--- src/rtl/video_timing_ctrl_pkg.sv ---
// Shared types and timing constant sets for the video raster sequencer.
// Holds the 720p defaults and a tiny raster used for fast simulation.
package video_timing_ctrl_pkg;

  typedef logic [15:0] rgb565_t;
  typedef logic [11:0] coord_t;

  localparam int HD_H_SYNC  = 40;
  localparam int HD_H_BACK  = 220;
  localparam int HD_H_DISP  = 1280;
  localparam int HD_H_FRONT = 110;
  localparam int HD_V_SYNC  = 5;
  localparam int HD_V_BACK  = 20;
  localparam int HD_V_DISP  = 720;
  localparam int HD_V_FRONT = 5;

  localparam int SIM_H_SYNC  = 2;
  localparam int SIM_H_BACK  = 2;
  localparam int SIM_H_DISP  = 8;
  localparam int SIM_H_FRONT = 2;
  localparam int SIM_V_SYNC  = 1;
  localparam int SIM_V_BACK  = 1;
  localparam int SIM_V_DISP  = 4;
  localparam int SIM_V_FRONT = 1;

  // Sync pins sit at the inactive level whenever timing is stopped.
  function automatic logic sync_level(input logic raw, input logic run, input logic pol);
    return (run & raw) ? pol : ~pol;
  endfunction

endpackage

--- src/rtl/video_timing_ctrl_raster_counter.sv ---
// Wrap counter for one raster axis: advances on carry-in, wraps at TOTAL-1
// and signals the wrap on carry-out; a clear forces it back to zero.
module raster_counter
  import video_timing_ctrl_pkg::*;
#(
  parameter int TOTAL = 1650
) (
  input  logic   clk,
  input  logic   rst,
  input  logic   clr,
  input  logic   cin,
  output coord_t cnt,
  output logic   cout
);

  coord_t cnt_q;
  coord_t cnt_d;

  assign cout = cin & (cnt_q == coord_t'(TOTAL - 1));
  assign cnt  = cnt_q;

  always_comb begin
    cnt_d = cnt_q;
    if (clr || cout) begin
      cnt_d = '0;
    end else if (cin) begin
      cnt_d = cnt_q + coord_t'(1);
    end
  end

  always_ff @(posedge clk or posedge rst) begin
    if (rst) begin
      cnt_q <= '0;
    end else begin
      cnt_q <= cnt_d;
    end
  end

endmodule

--- src/rtl/video_timing_ctrl.sv ---
// Video raster sequencer: counters, syncs, data-enable and registered pixel path.
// Optional VIDEO_FRAME_CNT_EN adds a 16-bit frame counter output.
module video_timing_ctrl
  import video_timing_ctrl_pkg::*;
#(
  parameter int   H_SYNC   = HD_H_SYNC,
  parameter int   H_BACK   = HD_H_BACK,
  parameter int   H_DISP   = HD_H_DISP,
  parameter int   H_FRONT  = HD_H_FRONT,
  parameter int   V_SYNC   = HD_V_SYNC,
  parameter int   V_BACK   = HD_V_BACK,
  parameter int   V_DISP   = HD_V_DISP,
  parameter int   V_FRONT  = HD_V_FRONT,
  parameter logic SYNC_POL = 1'b1
) (
  input  logic        pixel_clk,
  input  logic        rst,
  input  logic        en,
  input  rgb565_t     rd_data,
  output coord_t      pixel_xpos,
  output coord_t      pixel_ypos,
  output logic        data_req,
  output logic        video_hs,
  output logic        video_vs,
  output logic        video_de,
  output rgb565_t     video_rgb,
`ifdef VIDEO_FRAME_CNT_EN
  output logic [15:0] frame_cnt,
`endif
  output logic        frame_start
);

  localparam int H_TOTAL = H_SYNC + H_BACK + H_DISP + H_FRONT;
  localparam int V_TOTAL = V_SYNC + V_BACK + V_DISP + V_FRONT;

  localparam coord_t H_SYNC_END = coord_t'(H_SYNC);
  localparam coord_t H_ACT_LO   = coord_t'(H_SYNC + H_BACK);
  localparam coord_t H_ACT_HI   = coord_t'(H_SYNC + H_BACK + H_DISP);
  localparam coord_t V_SYNC_END = coord_t'(V_SYNC);
  localparam coord_t V_ACT_LO   = coord_t'(V_SYNC + V_BACK);
  localparam coord_t V_ACT_HI   = coord_t'(V_SYNC + V_BACK + V_DISP);

  coord_t h_cnt;
  coord_t v_cnt;
  logic   h_wrap;
  logic   v_wrap;

  // Stopping timing clears both axes so a restart always begins a fresh frame.
  raster_counter #(.TOTAL(H_TOTAL)) u_h_cnt (
    .clk  (pixel_clk),
    .rst  (rst),
    .clr  (~en),
    .cin  (en),
    .cnt  (h_cnt),
    .cout (h_wrap)
  );

  raster_counter #(.TOTAL(V_TOTAL)) u_v_cnt (
    .clk  (pixel_clk),
    .rst  (rst),
    .clr  (~en),
    .cin  (h_wrap),
    .cnt  (v_cnt),
    .cout (v_wrap)
  );

  logic hs_raw;
  logic vs_raw;
  logic h_act;
  logic v_act;

  assign hs_raw     = h_cnt < H_SYNC_END;
  assign vs_raw     = v_cnt < V_SYNC_END;
  assign h_act      = (h_cnt >= H_ACT_LO) && (h_cnt < H_ACT_HI);
  assign v_act      = (v_cnt >= V_ACT_LO) && (v_cnt < V_ACT_HI);
  assign data_req   = h_act & v_act & en;
  assign pixel_xpos = data_req ? (h_cnt - H_ACT_LO) : '0;
  assign pixel_ypos = data_req ? (v_cnt - V_ACT_LO) : '0;

  // Output register stage: everything below lands one cycle after the counters.
  logic    hs_q, hs_d;
  logic    vs_q, vs_d;
  logic    de_q, de_d;
  rgb565_t rgb_q, rgb_d;
  logic    fs_q, fs_d;

  always_comb begin
    hs_d  = sync_level(hs_raw, en, SYNC_POL);
    vs_d  = sync_level(vs_raw, en, SYNC_POL);
    de_d  = data_req;
    rgb_d = data_req ? rd_data : '0;
    fs_d  = en & (h_cnt == '0) & (v_cnt == '0);
  end

  always_ff @(posedge pixel_clk or posedge rst) begin
    if (rst) begin
      hs_q  <= ~SYNC_POL;
      vs_q  <= ~SYNC_POL;
      de_q  <= 1'b0;
      rgb_q <= '0;
      fs_q  <= 1'b0;
    end else begin
      hs_q  <= hs_d;
      vs_q  <= vs_d;
      de_q  <= de_d;
      rgb_q <= rgb_d;
      fs_q  <= fs_d;
    end
  end

  assign video_hs    = hs_q;
  assign video_vs    = vs_q;
  assign video_de    = de_q;
  assign video_rgb   = rgb_q;
  assign frame_start = fs_q;

`ifdef VIDEO_FRAME_CNT_EN
  logic [15:0] frame_cnt_q;
  logic [15:0] frame_cnt_d;

  // Updates on the same edge that raises frame_start, so both agree.
  always_comb begin
    frame_cnt_d = frame_cnt_q;
    if (!en) begin
      frame_cnt_d = '0;
    end else if (fs_d) begin
      frame_cnt_d = frame_cnt_q + 16'd1;
    end
  end

  always_ff @(posedge pixel_clk or posedge rst) begin
    if (rst) begin
      frame_cnt_q <= '0;
    end else begin
      frame_cnt_q <= frame_cnt_d;
    end
  end

  assign frame_cnt = frame_cnt_q;
`endif

endmodule

--- config.mk ---
export PLATFORM = sky130hd
export DESIGN_NAME = video_timing_ctrl
export DESIGN_NICKNAME = d
export VERILOG_FILES = /design/src/rtl/video_timing_ctrl_pkg.sv /design/src/rtl/video_timing_ctrl_raster_counter.sv /design/src/rtl/video_timing_ctrl.sv
export SDC_FILE = /design/constraint.sdc
export NUM_CORES = 1
export LEC_CHECK = 0
export ABC_AREA = 1
export CAP_MARGIN = 20
export CORE_MARGIN = 10
export CORE_UTILIZATION = 54
export CTS_BUF_LIST = sky130_fd_sc_hd__clkbuf_2 sky130_fd_sc_hd__clkbuf_4 sky130_fd_sc_hd__clkbuf_8
export CTS_CLUSTER_SIZE = 16
export DETAILED_ROUTE_END_ITERATION = 10
export PLACE_DENSITY_LB_ADDON = 0.25
export SLEW_MARGIN = 20
export SYNTH_ARGS = -nofsm -noshare
export SYNTH_HDL_FRONTEND = slang
export SYNTH_HIERARCHICAL = 1
export SYNTH_SLANG_ARGS = --single-unit
--- constraint.sdc ---
create_clock -name pixel_clk -period 2.5 [get_ports pixel_clk]
set_input_delay 0.25 -clock pixel_clk [delete_from_list [all_inputs] [get_ports pixel_clk]]
set_output_delay 0.25 -clock pixel_clk [all_outputs]
set_load 0.05 [all_outputs]
==> results of run 1 <==
==> power groups by stage <==
stage / sequential, uW / clock [uW] / combinational (uW)
4_1_cts: 723 / 609 / 124
5_1_grt: 724 / 629 / 136
3_3_place_gp: 736 / 0 / 120
2_1_floorplan: 748 / 0 / 58.8
3_5_place_dp: 737 / 0 / 122
6_report: 723 / 597 / 123
==> metal layers <==
metal | share of wire | routed length [microns]
met4 | 0.015 | 125
met3 | 0.086 | 714
met1 | 0.42 | 3470
met2 | 0.48 | 4010
met5 | 0 | 0
==> worst min-delay path by stage <==
stage,startpoint,end
after floorplan,rst,u_h_cnt/cnt[0]$_DFFE_PP0P_
after global placement,u_h_cnt/cnt[1]$_DFFE_PP0P_,u_h_cnt/cnt[1]$_DFFE_PP0P_
after detailed placement,u_v_cnt/cnt[11]$_DFFE_PP0P_,frame_start$_DFF_PP0_
after CTS,rst,u_v_cnt/cnt[2]$_DFFE_PP0P_
after global routing,rst,u_v_cnt/cnt[7]$_DFFE_PP0P_
final,rst,u_v_cnt/cnt[2]$_DFFE_PP0P_
==> registers in the layout, summed over array words and instances, names as in the netlist <==
signal,flops
frame_start,1
video_vs,1
u_h_cnt/cnt,12
video_de,1
video_rgb,16
u_v_cnt/cnt,12
video_hs,1
==> worst register-to-register path, cell delays in order (launching register included) <==
cell and delay, ns:
sky130_fd_sc_hd__dfrtp_1 0.45, sky130_fd_sc_hd__inv_1 0.09, sky130_fd_sc_hd__ha_1 0.15, sky130_fd_sc_hd__nand2_1 0.05
sky130_fd_sc_hd__nor3_1 0.13, sky130_fd_sc_hd__nand3_1 0.14, sky130_fd_sc_hd__inv_1 0.27, sky130_fd_sc_hd__nand2_1 0.10
sky130_fd_sc_hd__nor2_1 0.14, sky130_fd_sc_hd__nand3_2 0.12, sky130_fd_sc_hd__nand2_2 0.21, sky130_fd_sc_hd__nor3_1 0.10
==> per-stage QoR <==
| stage | setup TNS (ns) | util |
|---|---|---|
| floorplan | 0 | - |
| global placement | 0 | 0.718 |
| detailed placement | 0 | 0.718 |
| CTS | 0 | 0.740 |
| global route | -0.000638 | 0.741 |
| finish | 0 | 0.741 |
==> layout make-up <==
class,count,area (sq um),share of cell area
tap,75,93.8,0.0214
clock buffer,7,96.3,0.0220
timing repair buffer,73,972,0.222
clock inverter,1,30.0,0.00685
multi-input combinational,287,1830,0.417
sequential,44,1100,0.251
inverter,70,263,0.0599
==> implementation parameters, run 1 <==
Parameter                              Value

Setup path
  Reg2Reg Setup Slack ... 0.43 ns
  CP Data Arrival Time ... 2.12 ns
  CP Buf/Inv Count ... 3
  Termination of the worst setup path ... pixel_xpos[8]
  Critical Path, Cell by Cell ... inv_1, ha_1, nand3_4, nand2_1, nand2_1, nand2_2, nor2_4, nand2_4, buf_6, nor2_4, buf_12
  Max Fanout on Critical Path ... 12
  Startpoint of the most critical register-to-register path ... u_h_cnt/cnt[1]$_DFFE_PP0P_
  Startpoint types ... flip-flop
  CP startpoint ... u_h_cnt/cnt[2]$_DFFE_PP0P_
  CP endpoint kind ... output port
  CP Data Required Time ... 2.25 ns
  Library cell contributing the largest single delay on the critical path ... sky130_fd_sc_hd__dfrtp_2
  Logic depth of the worst path, buffers included ... 11
  Start-to-end type of the worst setup path ... flip-flop to output port
  Worst R2R End ... u_v_cnt/cnt[2]$_DFFE_PP0P_
  Worst-case reg-to-reg path depth ... 11
  Delay contributed by the slowest stage of the critical path ... 0.45 ns
  Cell family with the largest share of critical-path delay ... simple AND/OR/NAND/NOR gates

Detailed routing
  Remaining design rule violation count ... 0
  Initial DRT Pass Iterations ... 5
  Iteration-0 DRC Markers ... 231
  Post-DRT Antenna Nets ... 0
  Total detailed-routing wirelength ... 8.32 mm
  DR vias/cell ... 5.12
  Mean routed wirelength per cell ... 14.9 microns
  Vias ... 2851

Floorplanning
  Initial Utilization ... 0.559
  Standard-cell row count ... 28
  Die W ... 98.3 microns
  Die area ... 0.00966 sq mm
  Floorplan Core Area ... 0.00592 sq mm
  I/O pin total ... 64
  Vertical die dimension ... 98.3 microns

Finish
  Fraction of layout instances using a drive strength above 1 ... 0.257
  Post-layout instance area ... 0.00439 sq mm
  Number of diodes added for antenna fixing ... 0
  P&R area growth vs syn ... 32.6%
  Final std cells w/o fill ... 557
  Most common library cell in the layout ignoring fill and taps ... sky130_fd_sc_hd__nand2_1
  Commonest cells after routing, fill and taps aside ... sky130_fd_sc_hd__nand2_1 (73), sky130_fd_sc_hd__inv_1 (65), sky130_fd_sc_hd__nor2_1 (54), sky130_fd_sc_hd__dfrtp_1 (43), sky130_fd_sc_hd__nor2_4 (42)
  Fill cells ... 426
  Net total in the final layout ... 510

Clock tree
  Setup bufs post-CTS ... 0
  Worst-skew pair later-pin latency ... 0.31 ns
  Hold Buf Count CTS ... 0
  Resize count post-CTS ... 0
  Worst-case clock buffer depth ... 2
  Sinks on Clock Net ... 44
  Cts bufs inserted ... 5
  Cell at the root of the clock tree ... sky130_fd_sc_hd__clkbuf_8
  Clock transition at the registers of the reported paths ... 0.09 ns
  Clock tree from TritonCTS ... built
  Number of levels the H-tree was split into ... 2

Yosys
  Yosys warns ... 6
  Cell Area, Synth ... 0.00331 sq mm
  Synth Net Count ... 438
  Average cell area after synthesis ... 8.09 sq um
  Synthesized instance count ... 409

Power
  Clock Power Share ... 0.414
  Share of power burned in combinational logic ... 0.085
  Net switching component of the power ... 326 uW
  Power Density ... 329 mW/mm^2
  Register share of total power ... 0.501
  Cell internal power dissipation ... 1120 uW
  Static Leakage ... 0.00212 uW
  Final Power ... 1440 uW
  Proportion of total power due to net switching ... 0.226
  Max VDD drop ... 0.237 mV

STA
  Clock Skew ... 0.0102 ns
  Number of hold violations in the final report ... 0
  Final Cycle Share ... 0.946
  Slew Viols, Final ... 0
  Worst slew slack as a fraction of its limit ... 0.529
  Shortest period the worst path allows ... 2.37 ns
  Slack of the critical path ... 0.134 ns
  Worst hold slack after final layout ... 0.348 ns
  Worst Tran Pin Value ... 0.706 ns
  Max Fclk ... 423 MHz
  Number of failing setup endpoints in the final timing report ... 0

Placed design
  Worst Setup Slack post-DPL ... 0.294 ns
  Half-perimeter wire length after detailed placement ... 6.41 mm
  Placed cell area ... 0.00425 sq mm
  # placed instances ... 549
  Port buffer count ... 63
  Final weighted congestion in routability-driven placement ... 0.946

Flow run
  Max-Cap Viols ... 0

Global route
  Via count of the first global-routing pass ... 2812
  Number of antenna violations at the first check in global routing ... 0
  Routing layer with the top usage in global route ... met2
  Met2 global-route usage ... 0.288
  Met1 track utilization from global routing ... 0.215
  Routing usage on met3 ... 0.0444
  First-pass GRT wire length ... 14.0 mm
  GRT Residual Overflow ... 0
  Maximum number of pins on one net before global-route repair ... 21
  Total global-route track usage ... 0.173

Status
  Status ... completed

Worst hold path
  Worst min path class ... primary input to asynchronous set/reset pin
Note: power is estimated with default switching activity, not from simulation.
==> inputs of run 2 (changes only) <==
--- a/config.mk
+++ b/config.mk
@@ -8,7 +8,7 @@
 export ABC_AREA = 1
 export CAP_MARGIN = 20
 export CORE_MARGIN = 10
-export CORE_UTILIZATION = 54
+export CORE_UTILIZATION = 40
 export CTS_BUF_LIST = sky130_fd_sc_hd__clkbuf_2 sky130_fd_sc_hd__clkbuf_4 sky130_fd_sc_hd__clkbuf_8
 export CTS_CLUSTER_SIZE = 16
 export DETAILED_ROUTE_END_ITERATION = 10
==> run 2 against run 1 <==
Compared with the run above: register-to-register slack hardly changed; clock skew hardly changed; maximum frequency is 2.1% higher; utilization is 20 points lower; clock power is 20% lower; flip-flop and latch count stayed put; final area is 1.0% higher; critical path depth stayed put; sequential power hardly changed; via count is 3.8% lower; die area is 27% higher; highest routed layer unchanged.
==> implementation parameters, run 2 (same netlist as run 1, synthesis figures left out) <==
Parameter                              Value

STA
  Final sum of negative setup slack ... 0 ns (unchanged)
  Worst Tran Pin Value ... 0.702 ns (was 0.706 ns)
  Shortest period the worst path allows ... 2.32 ns (was 2.37 ns)
  Number of hold violations in the final report ... 0 (unchanged)
  Number of failing setup endpoints in the final timing report ... 0 (unchanged)
  Worst slew slack as a fraction of its limit ... 0.531 (was 0.529)
  Max Fclk ... 432 MHz (was 423 MHz)
  Clock Skew ... 0.0103 ns (was 0.0102 ns)
  Setup repair after global routing missed its margin ... no
  Slew Viols, Final ... 0 (unchanged)
  Final Cycle Share ... 0.927 (was 0.946)

Floorplanning
  Die area ... 0.0123 sq mm (was 0.00966 sq mm)
  I/O pin total ... 64 (unchanged)
  Die W ... 111 microns (was 98.3 microns)
  Initial Utilization ... 0.407 (was 0.559)
  Standard-cell row count ... 33 (was 28)
  Floorplan Core Area ... 0.00813 sq mm (was 0.00592 sq mm)
  Vertical die dimension ... 111 microns (was 98.3 microns)

Placed design
  Port buffer count ... 63 (unchanged)
  Final weighted congestion in routability-driven placement ... 0.858 (was 0.946)
  Half-perimeter wire length after detailed placement ... 6.18 mm (was 6.41 mm)

Setup path
  Startpoint types ... flip-flop (unchanged)
  Delay contributed by the slowest stage of the critical path ... 0.41 ns (was 0.45 ns)
  CP endpoint kind ... output port (unchanged)
  Critical Path, Cell by Cell ... inv_1, ha_1, nand3_4, nand2_1, nand2_1, nand2_2, nor2_4, nand2_4, buf_8, nor2_4, buf_12 (was inv_1, ha_1, nand3_4, nand2_1, nand2_1, nand2_2, nor2_4, nand2_4, buf_6, nor2_4, buf_12)
  Library cell contributing the largest single delay on the critical path ... sky130_fd_sc_hd__dfrtp_1 (was sky130_fd_sc_hd__dfrtp_2)
  Max Fanout on Critical Path ... 12 (unchanged)
  CP Data Required Time ... 2.25 ns (about the same)
  CP Data Arrival Time ... 2.07 ns (was 2.12 ns)
  Start-to-end type of the worst setup path ... flip-flop to output port (unchanged)

Detailed routing
  Remaining design rule violation count ... 0 (unchanged)
  Total detailed-routing wirelength ... 7.77 mm (was 8.32 mm)
  Vias ... 2744 (was 2851)
  DR vias/cell ... 4.67 (was 5.12)
  Mean routed wirelength per cell ... 13.2 microns (was 14.9 microns)
  Initial DRT Pass Iterations ... 5 (unchanged)
  Iteration-0 DRC Markers ... 122 (was 231)
  Post-DRT Antenna Nets ... 0 (unchanged)

Clock tree
  Cts bufs inserted ... 5 (unchanged)
  Clock transition at the registers of the reported paths ... 0.08 ns (was 0.09 ns)
  Cell at the root of the clock tree ... sky130_fd_sc_hd__clkbuf_8 (unchanged)
  Number of levels the H-tree was split into ... 2 (unchanged)
  Sinks on Clock Net ... 44 (unchanged)
  Worst-skew pair later-pin latency ... 0.30 ns (was 0.31 ns)
  Hold Buf Count CTS ... 0 (unchanged)
  Worst-case clock buffer depth ... 2 (unchanged)
  Clock tree from TritonCTS ... built (unchanged)

Flow run
  Max-Cap Viols ... 0 (unchanged)

Finish
  Fraction of layout instances using a drive strength above 1 ... 0.259 (was 0.257)
  Number of diodes added for antenna fixing ... 0 (unchanged)
  Most common library cell in the layout ignoring fill and taps ... sky130_fd_sc_hd__nand2_1 (unchanged)
  Commonest cells after routing, fill and taps aside ... sky130_fd_sc_hd__nand2_1 (73), sky130_fd_sc_hd__inv_1 (65), sky130_fd_sc_hd__nor2_1 (54), sky130_fd_sc_hd__dfrtp_1 (43), sky130_fd_sc_hd__nor2_4 (42) (unchanged)
  P&R area growth vs syn ... 34.0% (was 32.6%)
  Max FFs per register ... 16 (unchanged)
  Net total in the final layout ... 511 (was 510)

Power
  Power Density ... 298 mW/mm^2 (was 329 mW/mm^2)
  Final Power ... 1320 uW (was 1440 uW)
  Max VDD drop ... 0.162 mV (was 0.237 mV)
  Static Leakage ... 0.00212 uW (about the same)

Global route
  Number of antenna violations at the first check in global routing ... 0 (unchanged)
  Maximum number of pins on one net before global-route repair ... 22 (was 21)
  Via count of the first global-routing pass ... 2748 (was 2812)
  Total global-route track usage ... 0.126 (was 0.173)
  First-pass GRT wire length ... 13.1 mm (was 14.0 mm)
  GRT Residual Overflow ... 0 (unchanged)

Worst hold path
  Worst min path class ... primary input to asynchronous set/reset pin (unchanged)

Status
  Status ... completed (unchanged)
run 2: cell types whose count changed in the layout (fill, tap and decap cells not counted), sizes merged:
cell,change
clkbuf,+1
clkinvlp,+1
bufinv,-1
run 2: worst max-delay path, delay by kind of cell, from the launching register on:
family                     cells  cell delay, ns
DFF                            1            0.41
and+or+nand+nor                7            0.65
adders and majority gates      1            0.27
buffers and inverters          3            0.42
run 2: per-layer routing:
metal | vias to the layer above | GRT usage | share of wire
met5 | - | 0 | 0
met4 | 0 | 0.0365 | 0.011
met3 | 6 | 0.0330 | 0.061
met2 | 77 | 0.208 | 0.48
met1 | 1273 | 0.158 | 0.45
li1 | 1388 | - | -
run 2: layout make-up:
class | count | area [sq um]
fillers | 730 | 3700
multi-input cells | 287 | 1830
flip-flops and latches | 44 | 1100
repair buffers | 74 | 1010
inverters | 70 | 263
well taps | 105 | 131
clock buffers | 7 | 90.1
clock inverters | 1 | 7.51
run 2: where the power goes:
group	internal, uW	leakage [uW]	switching, uW
logic	47.1	0.00147	73.2
clock network	236	0.0000479	243
registers	717	0.000606	4.78
run 2: worst paths after layout:
| check | from | endpoint | slack [ns] | cells past startpoint |
|---|---|---|---|---|
| min reg2reg | u_h_cnt/cnt[1]$_DFFE_PP0P_ | u_h_cnt/cnt[1]$_DFFE_PP0P_ | 0.63 | 2 |
| max reg2reg | u_h_cnt/cnt[1]$_DFFE_PP0P_ | u_v_cnt/cnt[2]$_DFFE_PP0P_ | 0.43 | 11 |
| max in group asynchronous | rst | video_vs$_DFF_PP0_ | 1.60 | 2 |
| min in group pixel_clk | rd_data[15] | video_rgb[15]$_DFF_PP0_ | 0.48 | 3 |
| min | rst | u_h_cnt/cnt[4]$_DFFE_PP0P_ | 0.36 | 2 |
| max | u_h_cnt/cnt[2]$_DFFE_PP0P_ | pixel_xpos[8] | 0.18 | 11 |
run 2: stage by stage:
step	setup slack, ns	instance area (sq um)	hold WS (ns)	instances	utilization
finish	0.183	4430	0.359	588	0.545
global placement	0.309	4280	0.606	577	0.526
CTS	0.00107	4370	0.366	585	0.538
detailed placement	0.271	4280	0.617	577	0.526
global route	0.0254	4430	0.422	588	0.545
floorplan	0.433	3310	0.115	409	-
run 2: what timing repair did:
| item | CTS | global route |
|---|---|---|
| resized for setup | 0 | 6 |
| setup endpoints to repair | 0 | 23 |
| setup buffers | 0 | 2 |
| hold endpoints to repair | 0 | 0 |
==> inputs of run 3 (changes only) <==
--- a/config.mk
+++ b/config.mk
@@ -8,7 +8,7 @@
 export ABC_AREA = 1
 export CAP_MARGIN = 20
 export CORE_MARGIN = 10
-export CORE_UTILIZATION = 40
+export CORE_UTILIZATION = 50
 export CTS_BUF_LIST = sky130_fd_sc_hd__clkbuf_2 sky130_fd_sc_hd__clkbuf_4 sky130_fd_sc_hd__clkbuf_8
 export CTS_CLUSTER_SIZE = 16
 export DETAILED_ROUTE_END_ITERATION = 10
==> run 3 against run 2 <==
Compared with the run above: maximum frequency decreased by 0.28%; sequential share of layout area is 0.25 points higher; die area shrank 17%; cell count is 4.6% lower; critical endpoint is now data_req; largest cell class unchanged; count of clock-buffer cells in the layout shrank 1; highest routed layer unchanged; clock skew is 0.0064 ns lower; register-to-register slack improved by 0.06 ns; sequential power hardly changed; flip-flop and latch count did not move; total power decreased by 1.3%; final area down 1.1%; worst hold slack better by 0.0046 ns.
==> implementation parameters, run 3 (same netlist as run 1, synthesis figures left out) <==
Parameter                              Value

Status
  Status ... completed (unchanged)

Finish
  Post-layout instance area ... 0.00438 sq mm (was 0.00443 sq mm)
  Max FFs per register ... 16 (unchanged)
  Net total in the final layout ... 512 (was 511)
  Commonest cells after routing, fill and taps aside ... sky130_fd_sc_hd__nand2_1 (73), sky130_fd_sc_hd__inv_1 (65), sky130_fd_sc_hd__nor2_1 (54), sky130_fd_sc_hd__dfrtp_1 (44), sky130_fd_sc_hd__nor2_4 (42) (was sky130_fd_sc_hd__nand2_1 (73), sky130_fd_sc_hd__inv_1 (65), sky130_fd_sc_hd__nor2_1 (54), sky130_fd_sc_hd__dfrtp_1 (43), sky130_fd_sc_hd__nor2_4 (42))
  P&R area growth vs syn ... 32.5% (was 34.0%)
  Number of diodes added for antenna fixing ... 0 (unchanged)
  Fraction of layout instances using a drive strength above 1 ... 0.258 (was 0.259)
  Most common library cell in the layout ignoring fill and taps ... sky130_fd_sc_hd__nand2_1 (unchanged)

Global route
  Maximum number of pins on one net before global-route repair ... 21 (was 22)
  GRT Residual Overflow ... 0 (unchanged)
  Via count of the first global-routing pass ... 2701 (was 2748)
  Routing layer with the top usage in global route ... met2 (unchanged)
  Total global-route track usage ... 0.160 (was 0.126)
  Met2 global-route usage ... 0.254 (was 0.208)
  First-pass GRT wire length ... 13.3 mm (was 13.1 mm)
  Routing usage on met3 ... 0.0442 (was 0.0330)
  Met1 track utilization from global routing ... 0.210 (was 0.158)
  Number of antenna violations at the first check in global routing ... 0 (unchanged)

STA
  Slew Viols, Final ... 0 (unchanged)
  Max Fclk ... 430 MHz (was 432 MHz)
  Number of hold violations in the final report ... 0 (unchanged)
  Final sum of negative setup slack ... 0 ns (unchanged)
  Shortest period the worst path allows ... 2.32 ns (about the same)
  Worst slew slack as a fraction of its limit ... 0.504 (was 0.531)
  Slack of the critical path ... 0.177 ns (was 0.183 ns)
  Worst hold slack after final layout ... 0.364 ns (was 0.359 ns)
  Setup repair after global routing missed its margin ... no (unchanged)
  Clock Skew ... 0.00393 ns (was 0.0103 ns)
  Worst Tran Pin Value ... 0.744 ns (was 0.702 ns)
  Final Cycle Share ... 0.929 (was 0.927)
  Number of failing setup endpoints in the final timing report ... 0 (unchanged)

Clock tree
  Worst-skew pair later-pin latency ... 0.30 ns (about the same)
  Clock tree from TritonCTS ... built (unchanged)
  Cell at the root of the clock tree ... sky130_fd_sc_hd__clkbuf_8 (unchanged)
  Worst-case clock buffer depth ... 2 (unchanged)
  Number of levels the H-tree was split into ... 2 (unchanged)
  Clock transition at the registers of the reported paths ... 0.08 ns (about the same)
  Cts bufs inserted ... 5 (unchanged)
  Sinks on Clock Net ... 44 (unchanged)

Floorplanning
  Die W ... 101 microns (was 111 microns)
  Initial Utilization ... 0.518 (was 0.407)
  Die area ... 0.0103 sq mm (was 0.0123 sq mm)
  Standard-cell row count ... 29 (was 33)
  I/O pin total ... 64 (unchanged)
  Vertical die dimension ... 101 microns (was 111 microns)
  Floorplan Core Area ... 0.00639 sq mm (was 0.00813 sq mm)

Setup path
  Termination of the worst setup path ... data_req (was pixel_xpos[8])
  Startpoint of the most critical register-to-register path ... u_h_cnt/cnt[1]$_DFFE_PP0P_ (unchanged)
  CP startpoint ... u_h_cnt/cnt[3]$_DFFE_PP0P_ (was u_h_cnt/cnt[2]$_DFFE_PP0P_)
  Reg2Reg Setup Slack ... 0.49 ns (was 0.43 ns)
  CP Data Required Time ... 2.25 ns (about the same)
  Max Fanout on Critical Path ... 20 (was 12)
  Start-to-end type of the worst setup path ... flip-flop to output port (unchanged)
  Worst-case reg-to-reg path depth ... 11 (unchanged)
  CP endpoint kind ... output port (unchanged)
  Worst R2R End ... u_v_cnt/cnt[5]$_DFFE_PP0P_ (was u_v_cnt/cnt[2]$_DFFE_PP0P_)
  Startpoint types ... flip-flop (unchanged)
  CP Data Arrival Time ... 2.07 ns (about the same)

Power
  Power Density ... 297 mW/mm^2 (was 298 mW/mm^2)
  Max VDD drop ... 0.180 mV (was 0.162 mV)
  Static Leakage ... 0.00212 uW (about the same)

Placed design
  Port buffer count ... 63 (unchanged)
  Worst Setup Slack post-DPL ... 0.231 ns (was 0.271 ns)
  Final weighted congestion in routability-driven placement ... 0.920 (was 0.858)
  Half-perimeter wire length after detailed placement ... 6.28 mm (was 6.18 mm)
  Placed cell area ... 0.00426 sq mm (was 0.00428 sq mm)

Flow run
  Max-Cap Viols ... 0 (unchanged)

Detailed routing
  Total detailed-routing wirelength ... 7.97 mm (was 7.77 mm)
  Iteration-0 DRC Markers ... 104 (was 122)
  Remaining design rule violation count ... 0 (unchanged)
  Initial DRT Pass Iterations ... 4 (was 5)
  Vias ... 2801 (was 2744)
  DR vias/cell ... 4.99 (was 4.67)
  Post-DRT Antenna Nets ... 0 (unchanged)
  Mean routed wirelength per cell ... 14.2 microns (was 13.2 microns)

Worst hold path
  Worst min path class ... primary input to asynchronous set/reset pin (unchanged)
[run 3: critical path: stages, from the launching register on]
cell,delay [ns]
sky130_fd_sc_hd__dfrtp_1,0.40
sky130_fd_sc_hd__inv_1,0.11
sky130_fd_sc_hd__ha_1,0.26
sky130_fd_sc_hd__nand3_4,0.11
sky130_fd_sc_hd__nand2_1,0.09
sky130_fd_sc_hd__nand2_1,0.08
sky130_fd_sc_hd__nand2_2,0.08
sky130_fd_sc_hd__nor2_4,0.04
sky130_fd_sc_hd__nand2_4,0.12
sky130_fd_sc_hd__buf_12,0.25
sky130_fd_sc_hd__inv_2,0.08
sky130_fd_sc_hd__buf_12,0.15
[run 3: worst min-delay path by stage]
stage | startpoint | end | slack [ns] | cells after the start
global placement | u_h_cnt/cnt[1]$_DFFE_PP0P_ | u_h_cnt/cnt[1]$_DFFE_PP0P_ | 0.60 | 2
floorplan | rst | u_h_cnt/cnt[0]$_DFFE_PP0P_ | 0.11 | 1
finish | rst | u_v_cnt/cnt[2]$_DFFE_PP0P_ | 0.36 | 2
CTS | rst | u_v_cnt/cnt[2]$_DFFE_PP0P_ | 0.37 | 2
global route | rst | u_v_cnt/cnt[0]$_DFFE_PP0P_ | 0.42 | 2
detailed placement | u_h_cnt/cnt[1]$_DFFE_PP0P_ | u_h_cnt/cnt[1]$_DFFE_PP0P_ | 0.61 | 2
[run 3: metal layers]
metal  up-vias  routed length [microns]  share of wire
met5         -                        0              0
met4         0                      137          0.017
met3        13                      610          0.077
met2        87                     3690           0.46
met1      1309                     3530           0.44
li1       1392                        -              -
[run 3: area by class of cell]
| class | count | area (sq um) |
|---|---|---|
| timing repair buffer | 75 | 991 |
| sequential | 44 | 1100 |
| clock buffer | 6 | 82.6 |
| tap | 77 | 96.3 |
| multi-input combinational | 287 | 1840 |
| inverter | 70 | 263 |
| clock inverter | 2 | 10.0 |
| fill | 529 | 2000 |
[run 3: repair_timing]
item | CTS | global route
pin swaps | 0 | 1
cloned | 0 | 0
resized for setup | 2 | 3
hold buffers | 0 | 0
buffers inserted | 0 | 1
endpoints found under the setup margin | 12 | 23
[run 3: report_power, final]
part,internal [uW],total (uW),switching (uW)
clock network,221,460,239
logic,47.0,121,73.7
registers,717,722,4.95
total,984,1300,318
[run 3: per-stage QoR]
stage,utilization,total power (uW),std cells
floorplan,-,806,409
detailed placement,0.668,858,552
finish,0.686,1300,561
global placement,0.668,856,552
CTS,0.683,1330,560
global route,0.686,1370,561
